File: src/rtl/qsp_ex_stage.sv
// qspa_pkg: shared datapath width and ALU operation encoding.
package qspa_pkg;
    parameter int unsigned DATA_WIDTH = 32;

    typedef enum logic [3:0] {
        OP_NOP = 4'd0,
        OP_ADD = 4'd1,
        OP_SUB = 4'd2,
        OP_AND = 4'd3,
        OP_OR  = 4'd4,
        OP_XOR = 4'd5,
        OP_SLL = 4'd6,
        OP_SRL = 4'd7,
        OP_SRA = 4'd8,
        OP_SLT = 4'd9,
        OP_MUL = 4'd10
    } op_t;
endpackage

// qsp_ex_stage: execute stage with operand forwarding, single-cycle ALU and
// an iterative shift-add multiplier that stalls upstream while it runs.
module qsp_ex_stage
    import qspa_pkg::*;
#(
    parameter int unsigned DATA_WIDTH = qspa_pkg::DATA_WIDTH
) (
    input  logic                  clk,
    input  logic                  rst_n,
    input  logic                  flush,
    input  op_t                   ex_alu_op,
    input  logic [3:0]            ex_rd_addr,
    input  logic [3:0]            ex_rs1_addr,
    input  logic [3:0]            ex_rs2_addr,
    input  logic                  ex_we,
    input  logic                  ex_use_imm,
    input  logic [DATA_WIDTH-1:0] ex_imm_ext,
    input  logic [DATA_WIDTH-1:0] ex_rs1_data,
    input  logic [DATA_WIDTH-1:0] ex_rs2_data,
    input  logic                  wb_we,
    input  logic [3:0]            wb_rd_addr,
    input  logic [DATA_WIDTH-1:0] wb_data,
    output logic                  ex_stall,
    output logic                  res_valid,
    output logic                  res_we,
    output logic [3:0]            res_rd_addr,
    output logic [DATA_WIDTH-1:0] res_data
);

    localparam int unsigned CW = (DATA_WIDTH > 1) ? $clog2(DATA_WIDTH) : 1;
    localparam logic [CW-1:0] LAST = CW'(DATA_WIDTH - 1);

    typedef enum logic {S_IDLE, S_BUSY} state_t;

    state_t                r_state, w_next_state;
    logic [CW-1:0]         r_cnt, w_next_cnt;
    logic [DATA_WIDTH-1:0] r_mul_a, r_mul_b, r_acc;
    logic [DATA_WIDTH-1:0] w_next_mul_a, w_next_mul_b, w_next_acc;
    logic [DATA_WIDTH-1:0] w_op_a, w_rs2_fwd, w_op_b, w_alu, w_mul_sum;
    logic [CW-1:0]         w_shamt;
    logic                  w_alu_valid;
    logic                  w_stall;
    logic                  w_res_valid, w_res_we;
    logic [3:0]            w_res_rd;
    logic [DATA_WIDTH-1:0] w_res_data;

    // Operand selection: EX/WB result beats writeback; r0 never forwards.
    always_comb begin
        w_op_a    = ex_rs1_data;
        w_rs2_fwd = ex_rs2_data;
        if (ex_rs1_addr != 4'd0) begin
            if (res_we && (res_rd_addr == ex_rs1_addr))
                w_op_a = res_data;
            else if (wb_we && (wb_rd_addr == ex_rs1_addr))
                w_op_a = wb_data;
        end
        if (ex_rs2_addr != 4'd0) begin
            if (res_we && (res_rd_addr == ex_rs2_addr))
                w_rs2_fwd = res_data;
            else if (wb_we && (wb_rd_addr == ex_rs2_addr))
                w_rs2_fwd = wb_data;
        end
        w_op_b = ex_use_imm ? ex_imm_ext : w_rs2_fwd;
    end

    assign w_shamt = w_op_b[CW-1:0];

    // Single-cycle ALU; NOP, MUL and unused encodings are not ALU results.
    always_comb begin
        w_alu       = '0;
        w_alu_valid = 1'b1;
        case (ex_alu_op)
            OP_ADD:  w_alu = w_op_a + w_op_b;
            OP_SUB:  w_alu = w_op_a - w_op_b;
            OP_AND:  w_alu = w_op_a & w_op_b;
            OP_OR:   w_alu = w_op_a | w_op_b;
            OP_XOR:  w_alu = w_op_a ^ w_op_b;
            OP_SLL:  w_alu = w_op_a << w_shamt;
            OP_SRL:  w_alu = w_op_a >> w_shamt;
            OP_SRA:  w_alu = $signed(w_op_a) >>> w_shamt;
            OP_SLT:  w_alu = {{(DATA_WIDTH-1){1'b0}}, ($signed(w_op_a) < $signed(w_op_b))};
            default: w_alu_valid = 1'b0;
        endcase
    end

    // One shift-add step: add the shifted multiplicand when the current multiplier LSB is set.
    assign w_mul_sum = r_acc + (r_mul_b[0] ? r_mul_a : '0);

    // Next-state, stall and next result; anything not explicitly written is a bubble.
    always_comb begin
        w_next_state = r_state;
        w_next_cnt   = r_cnt;
        w_next_mul_a = r_mul_a;
        w_next_mul_b = r_mul_b;
        w_next_acc   = r_acc;
        w_stall      = 1'b0;
        w_res_valid  = 1'b0;
        w_res_we     = 1'b0;
        w_res_rd     = '0;
        w_res_data   = '0;
        if (flush) begin
            w_next_state = S_IDLE;
            w_next_cnt   = '0;
        end else begin
            case (r_state)
                S_IDLE: begin
                    if (ex_alu_op == OP_MUL) begin
                        w_stall      = 1'b1;
                        w_next_mul_a = w_op_a;
                        w_next_mul_b = w_op_b;
                        w_next_acc   = '0;
                        w_next_cnt   = '0;
                        w_next_state = S_BUSY;
                    end else if (w_alu_valid) begin
                        w_res_valid = 1'b1;
                        w_res_we    = ex_we;
                        w_res_rd    = ex_rd_addr;
                        w_res_data  = w_alu;
                    end
                end
                S_BUSY: begin
                    w_next_acc   = w_mul_sum;
                    w_next_mul_a = r_mul_a << 1;
                    w_next_mul_b = r_mul_b >> 1;
                    w_next_cnt   = r_cnt + 1'b1;
                    if (r_cnt == LAST) begin
                        w_next_state = S_IDLE;
                        w_next_cnt   = '0;
                        w_res_valid  = 1'b1;
                        w_res_we     = ex_we;
                        w_res_rd     = ex_rd_addr;
                        w_res_data   = w_mul_sum;
                    end else begin
                        w_stall = 1'b1;
                    end
                end
                default: w_next_state = S_IDLE;
            endcase
        end
    end

    // Stall is forced low while reset is held so upstream is never frozen by a dying multiply.
    assign ex_stall = w_stall & rst_n;

    // State, multiplier datapath and EX/WB result register.
    always_ff @(posedge clk) begin
        if (!rst_n) begin
            r_state     <= S_IDLE;
            r_cnt       <= '0;
            r_mul_a     <= '0;
            r_mul_b     <= '0;
            r_acc       <= '0;
            res_valid   <= 1'b0;
            res_we      <= 1'b0;
            res_rd_addr <= '0;
            res_data    <= '0;
        end else begin
            r_state     <= w_next_state;
            r_cnt       <= w_next_cnt;
            r_mul_a     <= w_next_mul_a;
            r_mul_b     <= w_next_mul_b;
            r_acc       <= w_next_acc;
            res_valid   <= w_res_valid;
            res_we      <= w_res_we;
            res_rd_addr <= w_res_rd;
            res_data    <= w_res_data;
        end
    end

endmodule

File: config.mk
export PLATFORM = sky130hd
export DESIGN_NAME = qsp_ex_stage
export DESIGN_NICKNAME = d
export VERILOG_FILES = /design/src/rtl/qsp_ex_stage.sv
export SDC_FILE = /design/constraint.sdc
export NUM_CORES = 1
export LEC_CHECK = 0
export ABC_AREA = 1
export ABC_CLOCK_PERIOD_IN_PS = 6000
export CORE_ASPECT_RATIO = 0.75
export CORE_MARGIN = 5
export CORE_UTILIZATION = 30
export CTS_CLUSTER_DIAMETER = 100
export DETAILED_ROUTE_END_ITERATION = 16
export PLACE_DENSITY = 0.53
export SLEW_MARGIN = 20
export SYNTH_ARGS = -nofsm -noshare
export SYNTH_HDL_FRONTEND = slang
export SYNTH_SLANG_ARGS = --single-unit
File: constraint.sdc
create_clock -name clk -period 6 [get_ports clk]
set_input_delay 1.2 -clock clk [delete_from_list [all_inputs] [get_ports clk]]
set_output_delay 1.2 -clock clk [all_outputs]
set_load 0.02 [all_outputs]
After elaboration in Yosys (flattened, before gate mapping)
Index checks and enable logic that the tools add are counted.
Widths: inputs -> output; s select.
{"block": "op_classes", "shifts": 3, "muxes": 39, "n_reduce_logical": 9, "addsub": 4, "n_eq_ne": 16, "n_bitwise": 7, "n_lt_le_gt_ge": 1}
{"op": "$mux 32", "n": 14}
{"op": "$pmux 32 s9", "n": 1}
{"op": "$pmux 32 s2", "n": 4}
{"op": "$add 32x32->32", "n": 2}
{"op": "$and 32x32->32", "n": 1}
{"op": "$lt 32x32->1", "n": 1}
{"op": "$or 32x32->32", "n": 1}
{"op": "$shl 32x5->32", "n": 1}
{"op": "$shr 32x5->32", "n": 1}
{"op": "$sshr 32x5->32", "n": 1}
{"op": "$sub 32x32->32", "n": 1}
{"op": "$xor 32x32->32", "n": 1}
{"op": "$eq 4x3->1 const B", "n": 4}
{"op": "$eq 4x4->1", "n": 4}
{"op": "$eq 4x4->1 const B", "n": 3}
{"op": "$mux 4", "n": 3}
{"op": "$mux 1", "n": 10}
{"op": "$mux 5", "n": 2}
{"op": "$pmux 5 s2", "n": 1}
{"op": "$reduce_or 9->1", "n": 1}
{"op": "$eq 4x2->1 const B", "n": 2}
{"op": "$pmux 4 s2", "n": 1}
{"op": "$reduce_bool 4->1", "n": 2}
{"op": "$pmux 1 s2", "n": 3}
{"op": "9 further kinds", "n": 14}
{"block": "totals", "inputBits": 154, "ff_bits": 140, "output_inout_bits": 39}

Depth between registers and ports, before layout
{"block": "depth", "word_depth": 11, "depth_mapped": 35, "mapped_depth_nobuf": 32}

Least setup slack after synthesis
Ideal clock, no wire load.
{"block": "synth_timing", "path_kind": "input to register", "start": "input ex_rs2_addr[0]", "end": "register res_data[24]", "setup_time_ns": 0.132, "n_path_buf": 3, "slack_ns": 1.305, "required_ns": 5.868, "arrival_ns": 4.563, "path_stages": 30, "path_cell_list": "inv_2 nand2_1 nand2_1 nor2_2 nand3_2 nand2_1 nand2_4 buf_2 buf_1 nor2_1 o22ai_1 inv_1 ha_1 clkbuf_1 inv_1 a21oi_1 inv_1 a21oi_1 nand3_1 a21oi_1 inv_1 nand3_1 o21ai_0 or2_2 nand3_1 nand3_1 a21oi_1 nand3_1 nand2_1 a21oi_1"}
{"block": "synth_between", "elab_chain_cells": 11, "word_cells_on_any_way": 21, "cone_classes": "add/sub: 2; eq/ne: 2; shift: 3; mux: 8; bitwise: 3; reduce/logical: 3"}
{"element": "from (decl)", "line_no": "33", "rtl": "input logic [3:0] ex_rs2_addr,"}
{"element": "$eq 4x4->1", "line_no": "79", "rtl": "else if (wb_we && (wb_rd_addr == ex_rs2_addr))"}
{"element": "$logic_and 1x1->1", "line_no": "79"}
{"element": "$mux 32", "line_no": "79"}
{"element": "$mux 32", "line_no": "77", "rtl": "if (res_we && (res_rd_addr == ex_rs2_addr))"}
{"element": "$mux 32 *", "line_no": "76", "rtl": "if (ex_rs2_addr != 4'd0) begin"}
{"element": "$mux 32 *", "line_no": "82", "rtl": "w_op_b = ex_use_imm ? ex_imm_ext : w_rs2_fwd;"}
{"element": "$sub 32x32->32 (tied with other cells)", "line_no": "93", "rtl": "OP_SUB: w_alu = w_op_a - w_op_b;"}
{"element": "$pmux 32 s9 *", "line_no": "91", "rtl": "case (ex_alu_op)"}
{"element": "$mux 32 *", "line_no": "133", "rtl": "end else if (w_alu_valid) begin"}
{"element": "$mux 32 *", "line_no": "126", "rtl": "if (ex_alu_op == OP_MUL) begin"}
{"element": "$pmux 32 s2 *", "line_no": "124", "rtl": "case (r_state)"}
{"element": "to (signal assigned)", "line_no": "185", "rtl": "res_data <= w_res_data;"}
{"element": "to (decl)", "line_no": "46", "rtl": "output logic [DATA_WIDTH-1:0] res_data"}
Mark *: on every way between the ends. The rest lies on a longest branch, timed or not.
A chain may end at the register's enable or synchronous reset.

Worst setup path in the final report
{"block": "layout_timing", "start": "input wb_rd_addr[3]", "end": "register res_data[19]"}
{"block": "layout_between", "elab_chain_cells": 11, "word_cells_on_any_way": 23, "cone_classes": "add/sub: 2; eq/ne: 2; shift: 3; mux: 11; bitwise: 3; reduce/logical: 2"}
{"element": "from (decl)", "line_no": "40", "rtl": "input logic [3:0] wb_rd_addr,"}
{"element": "$eq 4x4->1", "line_no": "79"}
{"element": "$logic_and 1x1->1", "line_no": "79"}
{"element": "$mux 32", "line_no": "79"}
{"element": "$mux 32", "line_no": "77"}
{"element": "$mux 32", "line_no": "76"}
{"element": "$mux 32", "line_no": "82"}
{"element": "$sub 32x32->32 (tied with other cells)", "line_no": "93"}
{"element": "$pmux 32 s9 *", "line_no": "91"}
{"element": "$mux 32 *", "line_no": "133"}
{"element": "$mux 32 *", "line_no": "126"}
{"element": "$pmux 32 s2 *", "line_no": "124"}
Marks and branches as above.

==> out/qor_table.md <==
| Parameter | This run | Unit |
|---|---|---|
| Flops & latches, synth | 140 | - |
| Outcome | completed | - |
| Length of routed met2 wiring | 41080 | um |
| Die outline height | 224.7 | um |
| Library cells used by synthesis | 55 | - |
| Adder-cell share of the synthesized area | 9.148 | % |
| XOR/XNOR Fraction of Synth Area | 1.473 | % |
| Wire length per cell | 23.36 | um |
| Setup skew after layout | 0.01836 | ns |
| Drt first-iter violations | 3579 | - |
| Transition time at the pin with the least slew margin | 1.023 | ns |
| Cell Count, Final, Fillers Out | 4527 | - |
| Die Width | 296.3 | um |
| Post-synth top area share | 20.60 | % |
| Cell area after layout | 23880 | um2 |
| Vias in the first global route | 22431 | - |
| Pwr/cell area | 179.5 | nW/um2 |
| Worst-case clock buffer depth | 2 | - |
| Wire length of the first global-routing pass | 151500 | um |
| Net count, final | 4002 | - |
| Mean instance size in the synthesized netlist | 5.535 | um2 |
| Half-perimeter wire length after placement | 86070 | um |
| Remaining global-route overflow | 0 | - |
| Nature of the critical path endpoint | register | - |
| Cell with the most instances on the worst path | sky130_fd_sc_hd__nand2_1 | - |
| Total I/O pin count | 193 | - |
| RSZ-0062 raised after global routing | false | - |
| Gpl congestion | 1.077 | - |
| Remaining design rule violation count | 0 | - |
| Simple-gate share of the synthesized area | 41.87 | % |
| Class of the tightest hold or removal check | register to register | - |
| Fin. Hold Viols | 0 | - |
| Worst-path cell with the longest stage delay | sky130_fd_sc_hd__clkdlybuf4s50_1 | - |
| Final Total Pwr | 4285 | uW |
| Yosys Warn Count | 0 | - |
| Library cell occupying the most area in the post-synthesis netlist | sky130_fd_sc_hd__nand2_1 | - |
| Min Tclk post-route | 5.805 | ns |
| Post-route fraction of the period consumed by the critical path | 96.75 | % |
| Core footprint | 60700 | um2 |
| Total of max-cap violations | 0 | - |
| Sinks on Clock Net | 140 | - |
| Final Core Density | 39.33 | % |
| Biggest area contributors in the synthesized netlist | sky130_fd_sc_hd__nand2_1 (21%), sky130_fd_sc_hd__dfxtp_1 (15%), sky130_fd_sc_hd__nand3_1 (11%) | - |
| Standard-cell row count | 78 | - |
| Net count after synthesis | 3618 | - |
| Clock insertion delay at the later pin of the skew report | 0.49 | ns |
| Largest family of logic cells by synthesized area | simple AND/OR/NAND/NOR gates | - |
| Highest layer used for signal routing | met4 | - |
| Pin count of the biggest net entering global routing | 96 | - |
| Growth of design area from synthesis to finish | 29.51 | % |
| Clock tree from TritonCTS | yes | - |
| Router iterations before antenna repair | 7 | - |
| Share of the synthesized area in compound gates (AO/OA/AOI/OAI) | 20.10 | % |
| Worst Path Required | 6.34 | ns |
| Placed instance count | 4496 | - |
| Diode insertion count for antenna repair | 0 | - |
| Storage element area | 2803 | um2 |
| Top fanout value on the critical path | 23 | - |
| Mux contribution to synthesized area | 0.1629 | % |
| Proportion of layout cells with a drive suffix above 1 | 12.56 | % |
| Total count of max-transition violations in the final report | 0 | - |
| Met1 routed wirelength after detailed routing | 48250 | um |
| Synth async-reset ratio | 0 | % |
| Post-Route Setup TNS | 0 | ns |
| Cts bufs inserted | 17 | - |
| WL final | 105800 | um |
| IO buf count | 192 | - |
| Data arrival at the endpoint of the critical path | 6.15 | ns |
| Worst setup path category | primary input to register | - |
| DIE AREA | 66560 | um2 |
| Deepest level of the CTS H-tree | 4 | - |
| Starting utilization of the core area | 30.37 | % |
| Tot GR Track Use | 30.38 | % |
| CTS root buffer | sky130_fd_sc_hd__clkbuf_16 | - |
| Number of fillers in the final layout | 6883 | - |
| Highest achievable clock rate | 0.1723 | GHz |
| Detailed-route via count | 24824 | - |
| Tightest slew margin relative to the limit | 31.82 | % |
| Cell area after synthesis | 18440 | um2 |
| Main flop type after synthesis | sky130_fd_sc_hd__dfxtp_1 | - |
| Clock-pin slew on the worst setup and hold paths | 0.07 | ns |
| Gate count of the mapped netlist | 3331 | - |
| Post-DP Area | 23270 | um2 |
| Crit path launch type | primary input | - |
| Sum of met3 wire segment lengths after detailed routing | 12970 | um |
| Number of flops mapped to enable cells by yosys | 0 | - |
| Via/cell ratio | 5.484 | - |
| Number of antenna-violating nets in the routed design | 0 | - |
| Setup violation total in the final timing report | 0 | - |
| Initial antenna violation count | 1 | - |
| Maximum ir drop on the vdd rail | 0.2392 | mV |
| Reported leakage power | 0.01193 | uW |
| CP max stage delay | 0.56 | ns |
| Post-synthesis sequential area ratio | 15.20 | % |
| Combined area of the multi-input logic cells | 13480 | um2 |
==> area by class of cell <==
class | count | area share, %
multi-input cells | 2645 | 56.45
clock buffers | 18 | 1.797
inverters | 368 | 5.811
repair buffers | 543 | 19.45
flip-flops and latches | 140 | 11.74
well taps | 800 | 4.192
clock inverters | 13 | 0.5555
==> path summary, 6_finish.rpt <==
check                                          startpoint                 endpoint  slack (ns)  depth (start not counted)
worst max register to register  res_rd_addr[0]$_SDFF_PP0_  res_data[20]$_SDFF_PP0_        1.05                         29
worst min register to register      r_cnt[3]$_SDFFE_PP0N_    r_cnt[3]$_SDFFE_PP0N_        0.47                          2
worst max-delay path                        wb_rd_addr[3]  res_data[19]$_SDFF_PP0_        0.20                         32
worst min-delay path                r_cnt[3]$_SDFFE_PP0N_    r_cnt[3]$_SDFFE_PP0N_        0.47                          2
==> flip-flops by register name (all words and copies together) (netlist names) <==
| signal | cells |
|---|---|
| res_data | 32 |
| r_mul_a | 32 |
| r_acc | 32 |
| res_we | 1 |
| res_valid | 1 |
| r_cnt | 5 |
| r_mul_b | 32 |
| r_state | 1 |
| res_rd_addr | 4 |
==> cells in the final DEF, fill, tap and decap left out, types with 6 or more instances in the layout <==
master                            count
sky130_fd_sc_hd__a221oi_1            16
sky130_fd_sc_hd__o211ai_1            13
sky130_fd_sc_hd__buf_4              344
sky130_fd_sc_hd__or2_2               13
sky130_fd_sc_hd__o22ai_1             38
sky130_fd_sc_hd__clkdlybuf4s50_1    192
sky130_fd_sc_hd__dfxtp_1            140
sky130_fd_sc_hd__o221ai_1             9
sky130_fd_sc_hd__nor3_1              19
sky130_fd_sc_hd__nand3_2              7
sky130_fd_sc_hd__a22oi_1             28
sky130_fd_sc_hd__inv_2               11
sky130_fd_sc_hd__ha_1               129
sky130_fd_sc_hd__buf_12               7
sky130_fd_sc_hd__a31oi_1             44
sky130_fd_sc_hd__nand2_1           1012
sky130_fd_sc_hd__clkbuf_16           17
sky130_fd_sc_hd__inv_1              347
sky130_fd_sc_hd__a21boi_0            18
sky130_fd_sc_hd__nor2_1             305
sky130_fd_sc_hd__o21ai_1             25
sky130_fd_sc_hd__nand4_1             27
sky130_fd_sc_hd__xor2_1              25
sky130_fd_sc_hd__nand3_1            403
sky130_fd_sc_hd__nor2_2              22
sky130_fd_sc_hd__o21a_1              10
sky130_fd_sc_hd__a21oi_1            249
sky130_fd_sc_hd__nand3b_1             7
sky130_fd_sc_hd__clkinv_1             6
sky130_fd_sc_hd__xnor2_1              6
sky130_fd_sc_hd__o21ai_0            154
==> stage by stage <==
stage	hold WS [ns]	worst slack (ns)
4_1_cts	0.4667	0.2178
5_1_grt	0.4928	0.005683
2_1_floorplan	0.4452	1.305
3_3_place_gp	0.4535	-0.2871
6_report	0.4655	0.1951
3_5_place_dp	0.4575	-0.2692
==> per-layer routing <==
layer | vias up | track usage, %
met1 | 11420 | 45.06
met4 | 0 | 8.066
met3 | 176 | 9.556
li1 | 11722 | -
met5 | - | 0
met2 | 1506 | 42.04
==> cell usage after synthesis (4+ instances only) <==
cell / instances
sky130_fd_sc_hd__dfxtp_1: 140
sky130_fd_sc_hd__a21o_1: 5
sky130_fd_sc_hd__o21bai_1: 5
sky130_fd_sc_hd__o22ai_1: 40
sky130_fd_sc_hd__o21ai_1: 24
sky130_fd_sc_hd__nor2_1: 307
sky130_fd_sc_hd__nand3b_1: 7
sky130_fd_sc_hd__nand3_1: 403
sky130_fd_sc_hd__o211ai_1: 13
sky130_fd_sc_hd__nand4_1: 27
sky130_fd_sc_hd__buf_2: 48
sky130_fd_sc_hd__o221ai_1: 9
sky130_fd_sc_hd__o21a_1: 10
sky130_fd_sc_hd__o21ai_2: 4
sky130_fd_sc_hd__inv_1: 349
sky130_fd_sc_hd__ha_1: 130
sky130_fd_sc_hd__a22oi_1: 28
sky130_fd_sc_hd__buf_1: 14
sky130_fd_sc_hd__a211oi_1: 5
sky130_fd_sc_hd__or2_2: 13
sky130_fd_sc_hd__nor4_1: 5
sky130_fd_sc_hd__clkbuf_1: 97
sky130_fd_sc_hd__nand2_2: 5
sky130_fd_sc_hd__xnor2_1: 6
sky130_fd_sc_hd__o2111ai_1: 4
sky130_fd_sc_hd__a221oi_1: 16
sky130_fd_sc_hd__o21ai_0: 155
sky130_fd_sc_hd__buf_6: 8
sky130_fd_sc_hd__xor2_1: 25
sky130_fd_sc_hd__a21oi_1: 251
sky130_fd_sc_hd__nor3_1: 21
sky130_fd_sc_hd__a21boi_0: 18
sky130_fd_sc_hd__clkinv_1: 6
sky130_fd_sc_hd__inv_2: 11
sky130_fd_sc_hd__buf_4: 10
sky130_fd_sc_hd__nor2_4: 4
sky130_fd_sc_hd__nor2_2: 21
sky130_fd_sc_hd__a31oi_1: 44
sky130_fd_sc_hd__nand2_1: 1012
sky130_fd_sc_hd__nand3_2: 7
==> power breakdown <==
group | internal, uW | leakage (uW) | switching [uW]
Combinational | 802 | 0.0105 | 1390
Sequential | 949 | 0.00113 | 27.0
Clock | 578 | 0.000268 | 538
Total | 2330 | 0.0119 | 1960
==> kinds of logic (layout without fill, tap and decap cells) <==
| group | count (synthesis) | after routing |
|---|---|---|
| buf+inv | 546 | 942 |
| flops | 140 | 140 |
| simple gates | 1836 | 1836 |
| fa+ha+maj | 133 | 133 |
| xor+xnor | 31 | 31 |
| compound gates | 642 | 642 |
| mux | 3 | 3 |
==> what timing repair did <==
item                       4_1_cts  5_1_grt
buffers inserted                 0        0
setup endpoints to repair        0        9
resized for setup                0       11
hold buffers                     0        0
==> worst max-delay path: cells and delay by family <==
| kind | cells | cell delay, ns |
|---|---|---|
| AO/OA/AOI/OAI | 3 | 0.47 |
| buffers and inverters | 9 | 1.64 |
| adder cells (fa/ha/maj) | 1 | 0.41 |
| AND/OR/NAND/NOR | 19 | 2.41 |
No activity file was read; power rests on OpenSTA's default activity.
